$ cat config.mk
export PLATFORM = sky130hd
export DESIGN_NAME = time_core_updown
export DESIGN_NICKNAME = d
export VERILOG_FILES = /design/src/rtl/time_core_updown_pkg.sv /design/src/rtl/time_core_updown_bcd_field_updown.sv /design/src/rtl/time_core_updown.sv
export SDC_FILE = /design/constraint.sdc
export NUM_CORES = 1
export LEC_CHECK = 0
export CORE_MARGIN = 2
export CORE_UTILIZATION = 45
export DETAILED_ROUTE_END_ITERATION = 7
export GPL_TIMING_DRIVEN = 0
export PLACE_DENSITY = 0.73
export SLEW_MARGIN = 20
export SYNTH_ARGS = -nofsm -noshare
export SYNTH_HDL_FRONTEND = slang
export SYNTH_SLANG_ARGS = --single-unit
$ cat constraint.sdc
create_clock -name clk -period 3.2 [get_ports clk]
set_input_delay 0.48 -clock clk [delete_from_list [all_inputs] [get_ports clk]]
set_output_delay 0.48 -clock clk [all_outputs]
set_load 0.1 [all_outputs]
$ cat src/rtl/time_core_updown_pkg.sv
// Shared encodings and BCD helpers for the HH:MM:SS up/down timekeeping core.
package time_core_updown_pkg;

  localparam int DIGIT_W = 4;

  typedef enum logic [1:0] {
    FIELD_SEC  = 2'd0,
    FIELD_MIN  = 2'd1,
    FIELD_HR   = 2'd2,
    FIELD_NONE = 2'd3
  } field_e;

  // LSB of each 8-bit {tens, ones} field inside load_val / alarm_val
  localparam int SEC_LSB = 0;
  localparam int MIN_LSB = 8;
  localparam int HR_LSB  = 16;

  function automatic logic field_ok(input logic [7:0] f, input int max);
    int t, o;
    t = int'(f[7:4]);
    o = int'(f[3:0]);
    return (t <= 9) && (o <= 9) && (t <= max / 10) && (t * 10 + o <= max);
  endfunction

  function automatic logic time_ok(input logic [23:0] v, input int hr_max, input int sec_max);
    return field_ok(v[HR_LSB +: 8], hr_max) && field_ok(v[MIN_LSB +: 8], sec_max) &&
           field_ok(v[SEC_LSB +: 8], sec_max);
  endfunction

endpackage

$ cat src/rtl/time_core_updown_bcd_field_updown.sv
// Two-digit BCD field counting modulo (MAX+1); nxt exposes the pre-register value.
module bcd_field_updown #(
  parameter int MAX = 59
) (
  input  logic       clk,
  input  logic       rst,
  input  logic       inc,
  input  logic       dec,
  input  logic       load,
  input  logic [7:0] load_digits,
  output logic [3:0] tens,
  output logic [3:0] ones,
  output logic [7:0] nxt,
  output logic       carry,
  output logic       borrow,
  output logic       is_zero
);
  localparam logic [3:0] MAX_T = 4'(MAX / 10);
  localparam logic [3:0] MAX_O = 4'(MAX % 10);

  logic at_max;

  assign is_zero = (tens == 4'd0) && (ones == 4'd0);
  assign at_max  = (tens == MAX_T) && (ones == MAX_O);
  assign carry   = inc & at_max;
  assign borrow  = dec & is_zero;

  always_comb begin
    nxt = {tens, ones};
    if (load) begin
      nxt = load_digits;
    end else if (inc) begin
      if (at_max)             nxt = 8'h00;
      else if (ones == 4'd9)  nxt = {tens + 4'd1, 4'd0};
      else                    nxt = {tens, ones + 4'd1};
    end else if (dec) begin
      if (is_zero)            nxt = {MAX_T, MAX_O};
      else if (ones == 4'd0)  nxt = {tens - 4'd1, 4'd9};
      else                    nxt = {tens, ones - 4'd1};
    end
  end

  always_ff @(posedge clk or posedge rst) begin
    if (rst) {tens, ones} <= 8'h00;
    else     {tens, ones} <= nxt;
  end

endmodule

$ cat src/rtl/time_core_updown.sv
// HH:MM:SS BCD up/down counter with adjust, validated preload and countdown expiry.
// Optional alarm compare enabled by defining ALARM_MATCH_EN.
module time_core_updown
  import time_core_updown_pkg::*;
#(
  parameter int HOUR_MAX = 23,
  parameter int SEC_MAX  = 59
) (
  input  logic        clk,
  input  logic        rst,
  input  logic        tick,
  input  logic        run,
  input  logic        count_down,
  input  logic        adj_pulse,
  input  logic [1:0]  adj_field,
  input  logic        adj_dir,
  input  logic        load,
  input  logic [23:0] load_val,
  input  logic        clr_expired,
`ifdef ALARM_MATCH_EN
  input  logic        alarm_set,
  input  logic [23:0] alarm_val,
  input  logic        alarm_arm,
  output logic        alarm_hit,
`endif
  output logic [3:0]  hr_tens,
  output logic [3:0]  hr_ones,
  output logic [3:0]  min_tens,
  output logic [3:0]  min_ones,
  output logic [3:0]  sec_tens,
  output logic [3:0]  sec_ones,
  output logic        wrap,
  output logic        expired,
  output logic        load_err
);
  logic load_ok, load_go, act_adj, act_tick, tick_up, tick_dn, all_zero;
  logic adj_sec, adj_min, adj_hr;
  logic sec_inc, sec_dec, min_inc, min_dec, hr_inc, hr_dec;
  logic sec_carry, sec_borrow, sec_zero;
  logic min_carry, min_borrow, min_zero;
  logic hr_carry, hr_borrow, hr_zero;
  logic [7:0]  sec_nxt, min_nxt, hr_nxt;
  logic [23:0] nxt_all;

  // Priority: load > adjust > tick; losers are simply dropped
  assign load_ok  = time_ok(load_val, HOUR_MAX, SEC_MAX);
  assign load_go  = load & load_ok;
  assign act_adj  = !load && adj_pulse && (adj_field != FIELD_NONE);
  assign act_tick = !load && !act_adj && tick && run;
  assign all_zero = sec_zero & min_zero & hr_zero;
  assign tick_up  = act_tick & !count_down;
  assign tick_dn  = act_tick & count_down & !all_zero;

  assign adj_sec = act_adj && (adj_field == FIELD_SEC);
  assign adj_min = act_adj && (adj_field == FIELD_MIN);
  assign adj_hr  = act_adj && (adj_field == FIELD_HR);

  // Ripple only on ticks; adjust steps a single field in isolation
  assign sec_inc = tick_up | (adj_sec & !adj_dir);
  assign sec_dec = tick_dn | (adj_sec &  adj_dir);
  assign min_inc = (tick_up & sec_carry)  | (adj_min & !adj_dir);
  assign min_dec = (tick_dn & sec_borrow) | (adj_min &  adj_dir);
  assign hr_inc  = (tick_up & min_carry)  | (adj_hr  & !adj_dir);
  assign hr_dec  = (tick_dn & min_borrow) | (adj_hr  &  adj_dir);

  bcd_field_updown #(.MAX(SEC_MAX)) u_sec (
    .clk(clk), .rst(rst), .inc(sec_inc), .dec(sec_dec), .load(load_go),
    .load_digits(load_val[SEC_LSB +: 8]), .tens(sec_tens), .ones(sec_ones),
    .nxt(sec_nxt), .carry(sec_carry), .borrow(sec_borrow), .is_zero(sec_zero));

  bcd_field_updown #(.MAX(SEC_MAX)) u_min (
    .clk(clk), .rst(rst), .inc(min_inc), .dec(min_dec), .load(load_go),
    .load_digits(load_val[MIN_LSB +: 8]), .tens(min_tens), .ones(min_ones),
    .nxt(min_nxt), .carry(min_carry), .borrow(min_borrow), .is_zero(min_zero));

  bcd_field_updown #(.MAX(HOUR_MAX)) u_hr (
    .clk(clk), .rst(rst), .inc(hr_inc), .dec(hr_dec), .load(load_go),
    .load_digits(load_val[HR_LSB +: 8]), .tens(hr_tens), .ones(hr_ones),
    .nxt(hr_nxt), .carry(hr_carry), .borrow(hr_borrow), .is_zero(hr_zero));

  assign nxt_all = {hr_nxt, min_nxt, sec_nxt};

  always_ff @(posedge clk or posedge rst) begin
    if (rst) begin
      wrap     <= 1'b0;
      expired  <= 1'b0;
      load_err <= 1'b0;
    end else begin
      wrap     <= tick_up & hr_carry;
      load_err <= load & !load_ok;
      if (load_go)                          expired <= 1'b0;
      else if (tick_dn && nxt_all == 24'h0) expired <= 1'b1;
      else if (clr_expired)                 expired <= 1'b0;
    end
  end

`ifdef ALARM_MATCH_EN
  logic [23:0] alarm_reg;

  always_ff @(posedge clk or posedge rst) begin
    if (rst) begin
      alarm_reg <= 24'h0;
      alarm_hit <= 1'b0;
    end else begin
      alarm_hit <= alarm_arm && (tick_up || tick_dn) && (nxt_all == alarm_reg);
      if (alarm_set && time_ok(alarm_val, HOUR_MAX, SEC_MAX)) alarm_reg <= alarm_val;
    end
  end
`endif

endmodule
Word level (Yosys, flattened, before mapping):

Cells that the tools add are included.
W data, S select, Z words.

* bits in registers: 27
* bits of input ports: 35
* logic and storage cells: 143

* add/subtract/negate cells: 15
* $mul: 3
* order comparisons: 12
* equality and inequality tests: 10
* mux-type cells: 24
* bitwise logic cells: 29
* reductions and logical operators: 41

Operator list (count)
* $mux W8: 21
* $add A8 B4 Y9: 3
* $logic_and A1 B1 Y1: 26
* $add A4 B1 Y4 const B: 6
* $le A4 B4 Y1 const B: 6
* $logic_not A24 Y1: 1
* $logic_not A4 Y1: 6
* $sub A4 B1 Y4 const B: 6
* $and A1 B1 Y1: 23
* $mul A4 B3 Y7 const B: 3
* $le A9 B6 Y1 const B: 2
* $eq A4 B4 Y1 const B: 3
* $le A9 B5 Y1 const B: 1
* $eq A4 B2 Y1 const B: 2
* $eq A4 B3 Y1 const B: 2
* $le A4 B3 Y1 const B: 2
* $logic_not A1 Y1: 6
* $or A1 B1 Y1: 6
* $le A4 B2 Y1 const B: 1
* $mux W1: 3
* $reduce_bool A3 Y1: 1
* $eq A2 B1 Y1 const B: 1
* $eq A2 B2 Y1 const B: 1
* $logic_not A2 Y1: 1
* $ne A2 B2 Y1 const B: 1

Longest topological paths before layout:

Gate-level depths: netlist of the first run.

* depth after elaboration: 23
* depth in mapped cells: 13

Cells and area by module:

From an unflattened synthesis of the first run, not the netlist that was laid out.

* cells, all modules: 377
* area total of the unflattened synthesis: 3250.6 um^2

By module, submodules not included
* bcd_field_updown at u_min ...: instances 2, cells an instance 89, area each 748.2 um^2, seq. area each 200.2 um^2
* time_core_updown: instances 1, cells an instance 109, area each 963.4 um^2, seq. area each 75.1 um^2
* bcd_field_updown at u_hr: instances 1, cells an instance 90, area each 790.8 um^2, seq. area each 200.2 um^2

Worst setup path before layout of the first run:

No wires, ideal clock.

* kind: input to register
* start: in load_val[21]
* end: reg expired
* library setup time: 0.076 ns
* arrival: 3.994 ns
* path slack: -0.871 ns
* stages: 12
* path through: ha_1 > ha_1 > fa_1 > nor2b_1 > a221o_1 > a2111oi_2 > o2111ai_1 > or4b_4 > mux2_4 > or3_1 > or4_1 > o21ai_1

* cells in the longest elaborated chain, start to end: 12
* elaborated cells on any way between the ends: 19
* those cells by class: add/sub: 1; mul: 1; order compare: 3; mux: 5; bitwise: 1; reduce/logical: 8

Ends and longest elaborated chain
* start, declared: line time_core_updown.sv:18 `input logic [23:0] load_val,`
* $mul A4 B3 Y7 or $le A4 B4 Y1 (tied branches): line time_core_updown_pkg.sv:22 `return (t <= 9) && (o <= 9) && (t <= max / 10) && (t * 10 + o <= max);`
* $add A8 B4 Y9 or $logic_and A1 B1 Y1 (tied branches): line time_core_updown_pkg.sv:22
* $le A9 B5 Y1 or $logic_and A1 B1 Y1 (tied branches): line time_core_updown_pkg.sv:22
* $logic_and A1 B1 Y1 (*): line time_core_updown_pkg.sv:22
* $logic_and A1 B1 Y1 (*) (2 in series): line time_core_updown_pkg.sv:26 `return field_ok(v[HR_LSB +: 8], hr_max) && field_ok(v[MIN_LSB +: 8], sec_max) &&`
* $and A1 B1 Y1 (*): line time_core_updown.sv:47 `assign load_go = load & load_ok;`
* $mux W8 (*): line time_core_updown_bcd_field_updown.sv:30 `if (load) begin`
* via min_nxt[5]: line time_core_updown.sv:42 `logic [7:0] sec_nxt, min_nxt, hr_nxt;`
* $logic_not A24 Y1 (*): line time_core_updown.sv:92 `else if (tick_dn && nxt_all == 24'h0) expired <= 1'b1;`
* $logic_and A1 B1 Y1 (*): line time_core_updown.sv:92
* $mux W1: line time_core_updown.sv:92
* $mux W1: line time_core_updown.sv:91 `if (load_go) expired <= 1'b0;`
* end signal, assigned: line time_core_updown.sv:91
* end signal, assigned: line time_core_updown.sv:92
* end signal, assigned: line time_core_updown.sv:93 `else if (clr_expired) expired <= 1'b0;`
* end, declared: line time_core_updown.sv:33 `output logic expired,`

Mark *: on every way through the listed nets, which the timed path passes. The rest lies on a longest branch.
A chain may end at the register's enable or synchronous reset.

Worst setup path in the final report of the first run:

* start: in load_val[21]
* end: reg expired

* cells in the longest elaborated chain, start to end: 12
* elaborated cells on any way between the ends: 19
* those cells by class: add/sub: 1; mul: 1; order compare: 3; mux: 5; bitwise: 1; reduce/logical: 8

Ends and longest elaborated chain (line)
* $mul A4 B3 Y7 or $le A4 B4 Y1 (tied branches): time_core_updown_pkg.sv:22
* $add A8 B4 Y9 or $logic_and A1 B1 Y1 (tied branches): time_core_updown_pkg.sv:22
* $le A9 B5 Y1 or $logic_and A1 B1 Y1 (tied branches): time_core_updown_pkg.sv:22
* $logic_and A1 B1 Y1 (*): time_core_updown_pkg.sv:22
* $logic_and A1 B1 Y1 (*) (2 in series): time_core_updown_pkg.sv:26
* $and A1 B1 Y1 (*): time_core_updown.sv:47
* $mux W8 (*): time_core_updown_bcd_field_updown.sv:30
* via hr_nxt[7]: time_core_updown.sv:42
* $logic_not A24 Y1 (*): time_core_updown.sv:92
* $logic_and A1 B1 Y1 (*): time_core_updown.sv:92
* $mux W1: time_core_updown.sv:92
* $mux W1: time_core_updown.sv:91

Marks and branches as above.

==> results of run 1 <==
## power breakdown
group	internal [uW]	leakage, uW	switching [uW]	total (uW)
combinational	744	0.00159	1670	2420
clock	89.4	0.0000228	113	203
sequential	452	0.000339	210	662
total	1290	0.00195	2000	3280
## state kept, by name (all words and copies together) (netlist names)
signal and count:
u_hr.ones 4, u_hr.tens 4, wrap 1, expired 1
u_sec.tens 4, u_min.tens 4, load_err 1, u_min.ones 4
u_sec.ones 4
## layout make-up
cell class | instances | share of cell area [%]
flip-flops and latches | 27 | 14.2
multi-input cells | 358 | 61.3
plain buffers | 14 | 2.70
repair buffers | 74 | 16.4
clock buffers | 4 | 0.945
inverters | 24 | 1.89
well taps | 99 | 2.60
## repair_timing
item	4_1_cts	5_1_grt
setup buffers	8	3
pin swaps	11	9
endpoints found under the setup margin	25	25
resized for setup	80	47
gates cloned	3	0
## cells in the final DEF (no fill, tap or decap), types with 6 or more instances in the layout
master            n
buf_4             6
dfrtp_1          27
o211ai_1         12
o21ai_0          20
nor3_1            8
nor2_1           29
a21oi_1          29
nand3_1          18
a21o_1            7
clkdlybuf4s50_1  46
ha_1             29
nor2_4            9
nand2_1          31
inv_1            23
o21a_1            6
clkbuf_1          7
buf_2             6
a21oi_2           6
nand4_1           8
mux2_2            6
## per-layer routing
layer  up-vias  track usage (%)
met1      1828             35.5
met5         -                0
met3        26             1.99
met4         0             8.59
li1       1765                -
met2       168             45.8
## stage by stage
stage                     setup slack, ns  area, sq um  utilization, %
after global placement              -1.71         4210            57.4
after global routing               -0.734         4770            65.0
after detailed placement            -1.74         4210            57.4
after floorplan                    -0.771         3480               -
after CTS                          -0.771         4570            62.3
final                              -0.675         4770            65.0
## worst max-delay path by stage
stage	start	end	cells past startpoint
global placement	load_val[21]	expired	13
global route	load_val[21]	expired	14
CTS	load_val[23]	expired	13
finish	load_val[21]	expired	14
floorplan	load_val[21]	expired	12
detailed placement	load_val[21]	expired	13
## worst max-delay path, cell delays in order
cell and delay [ns]:
buf_12 0.10, ha_4 0.27, ha_4 0.12, fa_2 0.45
nor2b_4 0.14, a221o_1 0.30, a2111oi_4 0.23, o2111ai_2 0.18
or4b_4 0.61, buf_4 0.17, and2_2 0.17, nand4b_1 0.22
or4_4 0.53, o21ai_2 0.12
## cell families after synthesis
group                    share of synthesized area [%]
multiplexers                                      4.20
AO/OA/AOI/OAI                                     26.3
flip-flops                                        19.7
adder cells (fa/ha/maj)                           17.0
buffers and inverters                             4.57
XOR/XNOR                                          1.28
AND/OR/NAND/NOR                                   26.9
==> flow_summary_export.csv, run 1 <==
group,metric,value,unit
status,status,"finished with violations",
status,violations,"negative setup slack",
synth,netlist-cell-type-count,76,
sta,hold_ws,0.480,ns
synth,synth_top_flop_cell,"dfrtp_1",
finish,seqCellArea,676,sq um
worst_setup_path,cp-start-kind,"primary input",
routing,dr_wl_met3,692,microns
routing,vias_per_cell,6.31,
synth,synth_area,0.00343,sq mm
sta,final.min_clock_period,3.88,ns
synth,synthCells,423,
global_routing,antenna_found_initial,0,
synth,synth-edff-count,0,
synth,async_reset_ff_share,100,%
synth,synth_area_leaders,"dfrtp_1, ha_1, a21oi_1",
worst_setup_path,r2r-end,"expired",
worst_setup_path,rr_worst_depth,13,
power_and_ir_drop,power_density,689,mW/mm^2
cts,insertion_delay,0.28,ns
worst_hold_path,whs_endpoint,"u_sec.tens[0]",
sta,worst_clock_skew,0.00860,ns
flow_run,drv_cap,0,
sta,layout_setup_ws,-0.675,ns
routing,met1_length,4880,microns
global_routing,grt_remaining_overflow,0,
sta,final-setup-viol-count,22,
routing,drc,0,
cts,numCtsBuffers,3,
routing,num_vias,3787,
sta,finalMaxSlewViolations,0,
placement,dp_hpwl,8420,microns
sta,rsz0062_at_grt,"yes",
cts,cts_tree,"yes",
global_routing,grt_max_degree,28,
synth,synth_top_area_cell,"dfrtp_1",
placement,port_buffers,60,
power_and_ir_drop,p_total,3280,uW
sta,fmax,258,MHz
global_routing,track_usage,26.7,%
routing,wirelength,11500,microns
power_and_ir_drop,ir_drop,0.423,mV
die,io-pin-count,62,
cts,postCtsHoldBufs,0,
cts,clockRootBuffer,"clkbuf_8",
routing,dr.pass1.iters,5,
global_routing,grt_pass1_vias,3596,
placement,gp_congestion,0.957,
routing,wl_met2,5590,microns
finish,multiInputGateArea,0.00292,sq mm
cts,htree_levels,1,
synth,post-synth-top-count-cell,"nor2_1",
finish,nets,580,
finish,stdcell_count,600,
routing,wl_per_cell,19.2,microns
synth,ys_seq_elements,27,
finish,n_antenna_cell,0,
finish,layout-drive-gt1-share,21.2,%
cts,cts.path.max_buffers,2,
die,rows,31,
synth,yosysWarnings,0,
cts,path_clk_slew,0.10,ns
worst_setup_path,endpoint_kind,"flop",
die,die_area,0.00833,sq mm
worst_hold_path,hp-class,"primary input to flop",
finish,fillCellCount,620,
sta,tightest_slew,0.980,ns
synth,synth_top_area_share,19.7,%
power_and_ir_drop,cellLeakagePower,0.00195,uW
finish,areaGrowthSynthToFinish,39.1,%
die,die_w,91.3,microns
sta,slew_headroom,34.5,%
worst_hold_path,hold_depth,2,
worst_setup_path,crit_required,3.41,ns
global_routing,grt_pass1_wl,18000,microns
placement,placed_cells,582,
die,initial_core_util,46.7,%
cts,cts.sink_count,27,
synth,syn_nets,501,
synth,synth.yosys.seq_area_share,19.7,%
synth,synth_top_cells_by_count,"nor2_1, ha_1, a21oi_1",
die,core_area,0.00733,sq mm
die,die_height,91.3,microns
sta,fin_crit_sh,121,%
synth,postSynthAreaPerCell,8.10,sq um
routing,top_layer_used,"met4",
routing,drtAntennaViolNets,0,
worst_hold_path,min-delay-start,"load_val[4]",
worst_setup_path,rrSetupSlack,-0.49,ns
worst_setup_path,r2r_start,"u_min.ones[0]",
sta,tns,-9.11,ns
sta,hold_viol,0,
worst_setup_path,worstPathMaxFanout,3,
worst_setup_path,path_class,"primary input to flop",
worst_setup_path,worstPathArrival,4.08,ns
routing,drtIter0Drc,235,
Note: power is estimated with default switching activity, not from simulation.
==> run 2: changes to the inputs <==
clock period = 3.4 ns   (was 3.2 ns; I/O delays follow)
==> flow_summary_export.csv, run 2 (synthesis gave the netlist of run 1 again) <==
group,metric,value,unit
sta,hold_viol,0,
global_routing,track_usage,26.5,%
worst_setup_path,worstPathMaxFanout,3,
sta,tightest_slew,0.973,ns
finish,areaGrowthSynthToFinish,41.5,%
cts,postCtsHoldBufs,0,
worst_setup_path,critical-path-slowest-cell,"or4b_4",
power_and_ir_drop,ir_drop,0.535,mV
placement,dp_hpwl,8350,microns
finish,layout_commonest_cell,"clkdlybuf4s50_1",
worst_setup_path,path_common_cell,"ha_4",
cts,numCtsBuffers,3,
routing,wirelength,12000,microns
placement,port_buffers,60,
finish,nets,596,
global_routing,grt_pass1_vias,3563,
worst_setup_path,max_stage_delay,0.61,ns
cts,path_clk_slew,0.10,ns
status,status,"finished with violations",
sta,worst_clock_skew,0.00377,ns
flow_run,drv_cap,0,
global_routing,grt_max_degree,28,
worst_hold_path,whs_endpoint,"u_sec.tens[1]",
worst_setup_path,worstPathArrival,4.36,ns
global_routing,antenna_found_initial,0,
cts,insertion_delay,0.28,ns
cts,cts_tree,"yes",
cts,htree_levels,1,
placement,gp_congestion,0.955,
die,io-pin-count,62,
placement,placed_cells,582,
finish,stdcell_count,616,
worst_setup_path,path_class,"primary input to flop",
die,initial_core_util,46.7,%
sta,fmax,242,MHz
routing,vias_per_cell,6.31,
worst_setup_path,r2r-end,"expired",
status,violations,"negative setup slack",
finish,layout-drive-gt1-share,22.2,%
worst_hold_path,hold_depth,3,
worst_hold_path,min-delay-start,"load_val[5]",
die,die_area,0.00833,sq mm
worst_setup_path,rrSetupSlack,-0.45,ns
sta,final-setup-viol-count,24,
finish,n_antenna_cell,0,
cts,cts.path.max_buffers,2,
routing,drtIter0Drc,234,
power_and_ir_drop,p_total,3100,uW
die,rows,31,
sta,slew_headroom,34.9,%
worst_setup_path,endpoint_kind,"flop",
global_routing,grt_remaining_overflow,0,
die,die_w,91.3,microns
finish,fin_util,66.1,%
routing,drc,0,
sta,final.min_clock_period,4.14,ns
sta,fin_crit_sh,122,%
sta,rsz0062_at_grt,"yes",
sta,layout_setup_ws,-0.738,ns
worst_setup_path,crit_chain,"buf_12 > ha_4 > ha_4 > fa_1 > buf_4 > a2111o_1 > o221ai_1 > o2111ai_2 > or4b_4 > mux2_4 > or3_4 > or4_4 > o21ai_2",
finish,final_cell_mix,"clkdlybuf4s50_1, a21oi_1, nand2_1",
die,die_height,91.3,microns
worst_setup_path,rr_worst_depth,13,
worst_setup_path,cp-start-kind,"primary input",
worst_hold_path,hp-class,"primary input to flop",
worst_setup_path,crit_required,3.62,ns
die,core_area,0.00733,sq mm
worst_setup_path,r2r_start,"u_min.ones[1]",
sta,finalMaxSlewViolations,0,
power_and_ir_drop,power_density,640,mW/mm^2
cts,clockRootBuffer,"clkbuf_8",
cts,cts.sink_count,27,
routing,drtAntennaViolNets,0,
routing,dr.pass1.iters,5,
power_and_ir_drop,cellLeakagePower,0.00201,uW
routing,wl_per_cell,19.5,microns
routing,num_vias,3889,
global_routing,grt_pass1_wl,17900,microns
run 2: cell count changes in the layout (fill, tap and decap cells not counted), moves of 3 or more:
cell,delta
buf_4,+18
nor2_4,-3
a21oi_2,-5
a21oi_1,+4
run 2: metrics by stage:
stage | instance area, sq um | setup WS [ns] | hold slack, ns | setup TNS [ns]
after floorplan | 3480 | -0.601 | 0.563 | -2.49
after global placement | 4210 | -1.55 | 0.544 | -26.25
after detailed placement | 4210 | -1.56 | 0.533 | -26.71
after CTS | 4570 | -0.603 | 0.507 | -6.15
after global routing | 4850 | -0.755 | 0.515 | -8.49
final | 4850 | -0.738 | 0.506 | -7.90
run 2: worst max-delay path by stage:
stage | depth (start not counted) | start | endpoint
floorplan | 12 | load_val[21] | expired
global placement | 13 | load_val[21] | expired
detailed placement | 13 | load_val[21] | expired
CTS | 13 | load_val[23] | expired
global route | 12 | load_val[1] | expired
finish | 13 | load_val[21] | expired
run 2: critical path, delay by kind of cell:
kind	cells	cell delay, ns
muxes	1	0.32
adders and majority gates	3	0.86
and+or+nand+nor	3	1.50
AOI/OAI and AO/OA	4	0.90
buffers and inverters	2	0.27
run 2: layer usage:
| metal | global-route usage (%) | wire, microns | vias to the layer above |
|---|---|---|---|
| li1 | - | - | 1803 |
| met5 | 0 | 0 | - |
| met4 | 8.33 | 439 | 0 |
| met2 | 44.2 | 5780 | 178 |
| met1 | 36.0 | 5100 | 1873 |
| met3 | 2.82 | 664 | 35 |
run 2: report_power, final:
part           internal (uW)  switching (uW)
registers                426             199
logic                    712            1570
clock network           82.5             113
total                   1220            1880
run 2: cell type report:
cell class	instances	area, sq um
multi-input combinational	358	2910
fill	590	2480
timing repair buffer	90	868
sequential	27	677
buffer	14	129
tap	99	124
inverter	24	90.1
clock buffer	3	41.3
clock inverter	1	5.00
run 2: timing repair:
action / in CTS / in global routing
gates resized for setup: 71 / 55
hold endpoints to repair: 0 / 0
setup buffers: 20 / 10
setup endpoints to repair: 25 / 24
gates cloned: 1 / 0
pin swaps: 9 / 19
==> run 3: changes to the inputs <==
CAP_MARGIN = 20   (was unset)
==> results of run 3 <==
Same layout as run 2: the final DEF is identical, and so are final timing and power.
